==> config.mk <==
export PLATFORM = sky130hd
export DESIGN_NAME = escalonador_acoes
export DESIGN_NICKNAME = d
export VERILOG_FILES = /design/src/rtl/escalonador_acoes.sv
export SDC_FILE = /design/constraint.sdc
export NUM_CORES = 1
export LEC_CHECK = 0
export BUFFER_PORTS_ARGS = -buffer_cell sky130_fd_sc_hd__buf_2
export CAP_MARGIN = 30
export CORE_UTILIZATION = 50
export CTS_CLUSTER_SIZE = 25
export DETAILED_ROUTE_END_ITERATION = 8
export GPL_TIMING_DRIVEN = 0
export PLACE_DENSITY_LB_ADDON = 0.05
export REMOVE_ABC_BUFFERS = 1
export SYNTH_ARGS = -nofsm -noshare
export SYNTH_HDL_FRONTEND = slang
export SYNTH_SLANG_ARGS = --single-unit
==> constraint.sdc <==
create_clock -name clk_i -period 4.9 [get_ports clk_i]
set_input_delay 0.245 -clock clk_i [delete_from_list [all_inputs] [get_ports clk_i]]
set_output_delay 0.245 -clock clk_i [all_outputs]
set_load 0.05 [all_outputs]
==> src/rtl/escalonador_acoes.sv <==
// Pet activity sequencer: arbitrates eat/sleep/teach requests, holds each action for
// DURACAO cycles with a one-deep request buffer, and forces MORTO when an attribute hits zero.
module escalonador_acoes #(
  parameter int                 DURACAO     = 1000000,
  parameter int                 ATTR_W      = 8,
  parameter logic [ATTR_W-1:0]  LIMIAR_SONO = 8'd10
) (
  input  logic              clk_i,
  input  logic              rst_i,
  input  logic              req_comer_i,
  input  logic              req_dormir_i,
  input  logic              req_aula_i,
  input  logic              req_reviver_i,
  input  logic [ATTR_W-1:0] fome_i,
  input  logic [ATTR_W-1:0] felicidade_i,
  input  logic [ATTR_W-1:0] sono_i,
  output logic [3:0]        estado_o,
  output logic              ocupado_o,
  output logic              pendente_o,
  output logic              aceito_o,
  output logic              reiniciar_o
);

  localparam int TW = $clog2(DURACAO);
  localparam logic [TW-1:0] T_INI = TW'(DURACAO - 1);

  typedef enum logic [3:0] {
    OCIOSO     = 4'b0000,
    DORMINDO   = 4'b0001,
    COMENDO    = 4'b0010,
    DANDO_AULA = 4'b0100,
    MORTO      = 4'b1000
  } estado_t;

  estado_t       estado_q, buf_q, sel;
  logic [TW-1:0] timer_q;
  logic          pendente_q, aceito_q, reiniciar_q;
  logic          morte;

  // Fixed priority comer > dormir > aula; OCIOSO means no request this cycle.
  always_comb begin
    sel = OCIOSO;
    if (req_comer_i)       sel = COMENDO;
    else if (req_dormir_i) sel = DORMINDO;
    else if (req_aula_i)   sel = DANDO_AULA;
  end

  assign morte = (fome_i == '0) || (felicidade_i == '0) || (sono_i == '0);

  always_ff @(posedge clk_i) begin
    if (rst_i) begin
      estado_q    <= OCIOSO;
      buf_q       <= OCIOSO;
      timer_q     <= '0;
      pendente_q  <= 1'b0;
      aceito_q    <= 1'b0;
      reiniciar_q <= 1'b0;
    end else begin
      aceito_q    <= 1'b0;
      reiniciar_q <= 1'b0;
      if (estado_q == MORTO) begin
        if (req_reviver_i) begin
          estado_q    <= OCIOSO;
          reiniciar_q <= 1'b1;
        end
      end else if (morte) begin
        estado_q   <= MORTO;
        buf_q      <= OCIOSO;
        timer_q    <= '0;
        pendente_q <= 1'b0;
      end else if (estado_q == OCIOSO) begin
        if (sel != OCIOSO) begin
          estado_q <= sel;
          timer_q  <= T_INI;
          aceito_q <= 1'b1;
        end else if (sono_i <= LIMIAR_SONO) begin
          estado_q <= DORMINDO;
          timer_q  <= T_INI;
          aceito_q <= 1'b1;
        end
      end else if (timer_q == '0) begin
        // Action ends: buffered request first, then a fresh one, else idle.
        if (pendente_q) begin
          estado_q   <= buf_q;
          timer_q    <= T_INI;
          aceito_q   <= 1'b1;
          buf_q      <= OCIOSO;
          pendente_q <= 1'b0;
        end else if (sel != OCIOSO) begin
          estado_q <= sel;
          timer_q  <= T_INI;
          aceito_q <= 1'b1;
        end else begin
          estado_q <= OCIOSO;
        end
      end else begin
        timer_q <= timer_q - 1'b1;
        if (!pendente_q && sel != OCIOSO) begin
          buf_q      <= sel;
          pendente_q <= 1'b1;
        end
      end
    end
  end

  assign estado_o    = estado_q;
  assign ocupado_o   = |estado_q[2:0];
  assign pendente_o  = pendente_q;
  assign aceito_o    = aceito_q;
  assign reiniciar_o = reiniciar_q;

endmodule

==> key figures, run 1 <==
Outcome
  – Status: completed

Route
  – Final ANT Viol Nets: 0
  – Total Routed Length: 4400 um
  – DR DRC count: 0
  – Routed WL per cell: 14.8 um
  – DR vias: 1,737
  – First-pass detailed-route iteration total: 4
  – Drt via density: 5.85
  – DR iter-0 viols: 115

STA
  – Final hold violation count: 0
  – Tcrit/Tclk final: 0.554
  – Worst slew pin tran: 0.894 ns
  – Post-layout min period: 2.71 ns
  – Final Slew Violations: 0
  – Clk_skew: 0.00784 ns
  – F_max: 369 MHz
  – Slew HR: 0.399
  – RSZ-0062 raised after global routing: no
  – Finish-stage setup viols: 0
  – Setup_tns: 0 ns

CTS
  – CTS tree: yes
  – Worst skew pair latency: 0.33 ns
  – # H-tree levels: 2
  – CTS clk-pin slew, worst paths: 0.09 ns
  – Clk root buf: clkbuf_4
  – Sink Count: 30
  – Num CTS Buffers: 5
  – Clock buffer depth: 2
  – Cts hold-fix bufs: 0
  – Post-CTS setup buffers: 0
  – Post-cts repair resize count: 0

Critical path
  – Slowest stage delay, CP: 0.72 ns
  – CP endpoint kind: flip-flop
  – WS Path Type: flip-flop to flip-flop
  – Reg2reg path depth: 5
  – CP startpoint kind: flip-flop
  – Top delay family on crit path: simple AND/OR/NAND/NOR gates
  – WP buf/inv: 0
  – Critical path depth: 5
  – Max stage delay cell, worst path: o31ai_1
  – Crit path arrival time: 2.93 ns
  – Crit path cell chain: or4_1 -> or2_0 -> o31ai_1 -> nor3_1 -> a221o_1
  – Critical Path Fanout Max: 8
  – Critical Path RT: 5.12 ns

Yosys
  – Yosys top cell area share: 0.343
  – Mean Syn Cell Area: 8.22 um2
  – Area leader, netlist: dfxtp_1
  – Synth warnings: 0
  – Post-Synth Simple-Gate Area: 0.302
  – Largest family of logic cells by synthesized area: simple AND/OR/NAND/NOR gates
  – Seq/Total Area, Yosys: 0.343
  – Post-Syn Area: 0.00175 mm2
  – Synth unique cells: 53
  – Post-synthesis mux area share: 0.0364
  – Synth async-reset ratio: 0
  – Post-Synthesis Cells: 213
  – Post-Synth XOR/XNOR Area: 0
  – Most used DFF post-synth: dfxtp_1
  – Post-synthesis adder-cell area fraction: 0.0143
  – Ranking of synthesized cells by area: dfxtp_1, nand2_1, nor3_1
  – FF+latch count, synth: 30
  – Number of synthesized flops with an enable pin: 0
  – Compound-Gate Fraction of Synth Area: 0.269

Finish
  – Commonest non-fill, non-tap cell in the layout: buf_2
  – Fin cells: 297
  – Most frequent cells in the layout: buf_2, dfxtp_1, nand2_1, nor3_1, nor2_1
  – Final net count: 282
  – Share of layout cells above drive strength 1: 0.215
  – Final-layout fill cell count: 330
  – Area grow syn2layout: 15.2%
  – # diodes: 0

Global route
  – Vias in the first global route: 1,540
  – First-pass GRT wire length: 7160 um
  – GRT Total Usage: 0.264
  – Grt ovf: 0
  – Antenna violations before repair: 0
  – Largest net degree at the start of global routing: 14

Placed design
  – Final Wtd Congestion: 0.813
  – Post-DP HPWL: 3250 um
  – Placed insts: 289
  – Quantity of I/O buffers inserted on ports: 37

Floorplan
  – Die Y: 61.2 um
  – Core outline area: 0.00334 mm2
  – Starting density of the core: 0.525
  – Die X: 61.2 um
  – FP Rows: 21
  – IO Count: 38
  – Die footprint: 0.00374 mm2

Worst hold path
  – Hold path depth: 2
  – Hold WC Path Type: input pin to flip-flop

Pwr
  – PD cells: 459 mW/mm2
  – LEAKAGE: 0.843 nW
  – Total power: 0.927 mW
  – Worst VDD drop: 0.295 mV

Job
  – Max Cap Violations: 0
## power breakdown
part | total (mW) | leakage, nW | switching, mW | internal (mW)
clock | 0.155 | 0.0353 | 0.0857 | 0.0695
sequential | 0.352 | 0.247 | 0.0507 | 0.301
combinational | 0.420 | 0.560 | 0.273 | 0.147
## cell families after synthesis
logic type,Yosys count
AND/OR/NAND/NOR,99
AO/OA/AOI/OAI,62
flip-flops,30
buffers and inverters,14
multiplexers,6
adder cells (fa/ha/maj),2
## Yosys cell counts, drive strengths merged (4+ instances only)
cell and n:
nor3 15, o21ai 9, and3 5, a21oi 7
or2 4, nor4 10, nor2 12, a21o 5
inv 6, nand2 28, clkbuf 4, dfxtp 30
or4 4, a31oi 9, nand3 8
## per-layer routing
metal / up-vias / wire (um) / track usage
met5: - / 0 / 0
met4: 0 / 40 / 0.0682
met3: 4 / 231 / 0.0777
met2: 35 / 2060 / 0.421
met1: 801 / 2070 / 0.350
li1: 897 / - / -
## through the flow
stage | worst slack, ns | area (um2) | util | hold WS, ns
3_5_place_dp | 2.30 | 1960 | 0.587 | 0.449
3_3_place_gp | 2.30 | 1960 | 0.587 | 0.445
2_1_floorplan | 2.64 | 1720 | - | 0.359
5_1_grt | 2.16 | 2020 | 0.605 | 0.155
6_report | 2.19 | 2020 | 0.605 | 0.171
4_1_cts | 2.29 | 2020 | 0.605 | 0.157
## registers in the layout (all words and copies together) (netlist names)
register and flops:
reiniciar_o 1, aceito_o 1, estado_o 4, timer_q 20, buf_q 3, pendente_o 1
## layout make-up
class                      count  area [um2]  share of cell area
clock buffer                   7        55.1              0.0273
clock inverter                 1        5.00             0.00248
inverter                       7        26.3              0.0130
multi-input combinational    169        1090               0.539
sequential                    30         601               0.298
tap                           46        57.6              0.0285
timing repair buffer          37         185              0.0918
## worst paths after layout
check	startpoint	end	slack [ns]
hold / removal	req_reviver_i	reiniciar_o	0.17
hold reg to reg	timer_q[15]	timer_q[15]	0.47
setup reg to reg	timer_q[12]	timer_q[11]	2.19
setup / recovery	timer_q[12]	timer_q[11]	2.19
Note: power is estimated with default switching activity, not from simulation.
==> run 2, diff against run 1 <==
==> constraint.sdc (replaced) <==
create_clock -name clk_i -period 2.65 [get_ports clk_i]
set_input_delay 0.1325 -clock clk_i [delete_from_list [all_inputs] [get_ports clk_i]]
set_output_delay 0.1325 -clock clk_i [all_outputs]
set_load 0.05 [all_outputs]
==> run 2 against run 1 <==
- global-route usage unchanged
- cell count stayed put
- wire length shrank 0.48%
- fmax up 7.8%
- sequential cell count unchanged
- combinational power grew 86%
- clock-buffer cell count is the same
- critical path type unchanged
- critical endpoint is now buf_q[2]
- largest cell class unchanged
- largest power group unchanged
- highest routed layer unchanged
==> key figures, run 2 (synthesized netlist as in run 1, its figures left out) <==
Outcome
  – Status: completed

CTS
  – Worst skew pair latency: 0.33 ns
  – Post-CTS setup buffers: 0
  – Clk root buf: clkbuf_4
  – Num CTS Buffers: 5
  – Post-cts repair resize count: 0
  – Sink Count: 30
  – # H-tree levels: 2
  – Cts hold-fix bufs: 0
  – CTS tree: yes
  – CTS clk-pin slew, worst paths: 0.09 ns
  – Clock buffer depth: 2

Job
  – Max Cap Violations: 0

Critical path
  – Critical Path RT: 2.92 ns
  – Critical Path Fanout Max: 8
  – CP startpoint kind: flip-flop
  – WS Path Type: flip-flop to flip-flop
  – Crit path cell chain: or4_1 -> or2_1 -> nor3_2 -> mux2_1 -> o32ai_1 -> a22o_1
  – CP endpoint kind: flip-flop
  – Slowest stage delay, CP: 0.60 ns
  – Max stage delay cell, worst path: or4_1
  – Crit path arrival time: 2.79 ns

STA
  – Tcrit/Tclk final: 0.949
  – F_max: 398 MHz
  – Worst slew pin tran: 0.820 ns
  – Slew HR: 0.449
  – Clk_skew: 0.00707 ns
  – Final hold violation count: 0
  – Final Slew Violations: 0
  – Finish-stage setup viols: 0
  – Setup_tns: 0 ns
  – Post-layout min period: 2.52 ns
  – RSZ-0062 raised after global routing: no
  – Hold_ws: 0.0562 ns

Finish
  – Final net count: 282
  – Final-layout fill cell count: 329
  – Largest register FFs: 20
  – Largest register by flop count: timer_q
  – Post-route cell area: 0.00202 mm2
  – Most frequent cells in the layout: buf_2, dfxtp_1, nand2_1, nor3_1, nor2_1
  – Commonest non-fill, non-tap cell in the layout: buf_2
  – Fin cells: 297
  – Area grow syn2layout: 15.5%
  – Share of layout cells above drive strength 1: 0.219
  – # diodes: 0
  – Multi-input gate area: 0.00109 mm2
  – FF+latch area: 601 um2

Pwr
  – PD cells: 850 mW/mm2
  – Total power: 1.72 mW
  – LEAKAGE: 0.844 nW
  – Worst VDD drop: 0.547 mV

Route
  – First-pass detailed-route iteration total: 4
  – Drt via density: 5.84
  – Final ANT Viol Nets: 0
  – Total Routed Length: 4380 um
  – DR iter-0 viols: 117
  – DR vias: 1,735
  – DR DRC count: 0
  – Routed WL per cell: 14.7 um

Floorplan
  – Die Y: 61.2 um
  – Die footprint: 0.00374 mm2
  – Core outline area: 0.00334 mm2
  – Starting density of the core: 0.525
  – FP Rows: 21
  – IO Count: 38
  – Die X: 61.2 um

Global route
  – Global Route met2 Usage: 0.421
  – First-pass GRT wire length: 7160 um
  – Grt ovf: 0
  – Gr busiest metal: met2
  – Met3 usage: 0.0777
  – GRT Total Usage: 0.264
  – Met1 usage: 0.350
  – Antenna violations before repair: 0
  – Vias in the first global route: 1,540
  – Largest net degree at the start of global routing: 14

Placed design
  – DP Area: 0.00196 mm2
  – Post-DP HPWL: 3250 um
  – Quantity of I/O buffers inserted on ports: 37
  – Final Wtd Congestion: 0.813
  – Placed insts: 289

Worst hold path
  – Hold WC Path Type: input pin to flip-flop
run 2: worst paths after layout:
path / startpoint / end / slack, ns / cells past startpoint
worst max-delay path: timer_q[12] / buf_q[2] / 0.13 / 6
worst min register to register: timer_q[15] / timer_q[15] / 0.47 / 1
worst max register to register: timer_q[12] / buf_q[2] / 0.13 / 6
worst min-delay path: req_reviver_i / reiniciar_o / 0.06 / 2
run 2: stage by stage:
step                 util  setup WS, ns
floorplan               -         0.390
global placement    0.587        0.0547
CTS                 0.605        0.0376
global route        0.606      0.000587
detailed placement  0.587        0.0516
finish              0.606         0.134
run 2: routing by layer:
layer,vias to the layer above,wire (um)
li1,896,-
met1,813,2070
met2,24,2080
met3,2,206
met4,0,21
met5,-,0
run 2: final cells by class:
type / instances / area share
Multi-Input combinational cell: 169 / 0.541
Clock inverter: 1 / 0.00247
Clock buffer: 7 / 0.0272
Inverter: 7 / 0.0130
Tap cell: 46 / 0.0284
Timing Repair Buffer: 37 / 0.0915
Sequential cell: 30 / 0.297
run 2: report_power, final:
part,internal (mW),switching (mW),total (mW)
clock,0.128,0.159,0.288
combinational,0.275,0.507,0.782
sequential,0.556,0.0939,0.650
run 2: critical path: cells and delay by family (launching register included):
family / cells / cell delay [ns]
AO/OA/AOI/OAI: 2 / 0.46
flip-flops: 1 / 0.37
multiplexers: 1 / 0.35
AND/OR/NAND/NOR: 3 / 1.28
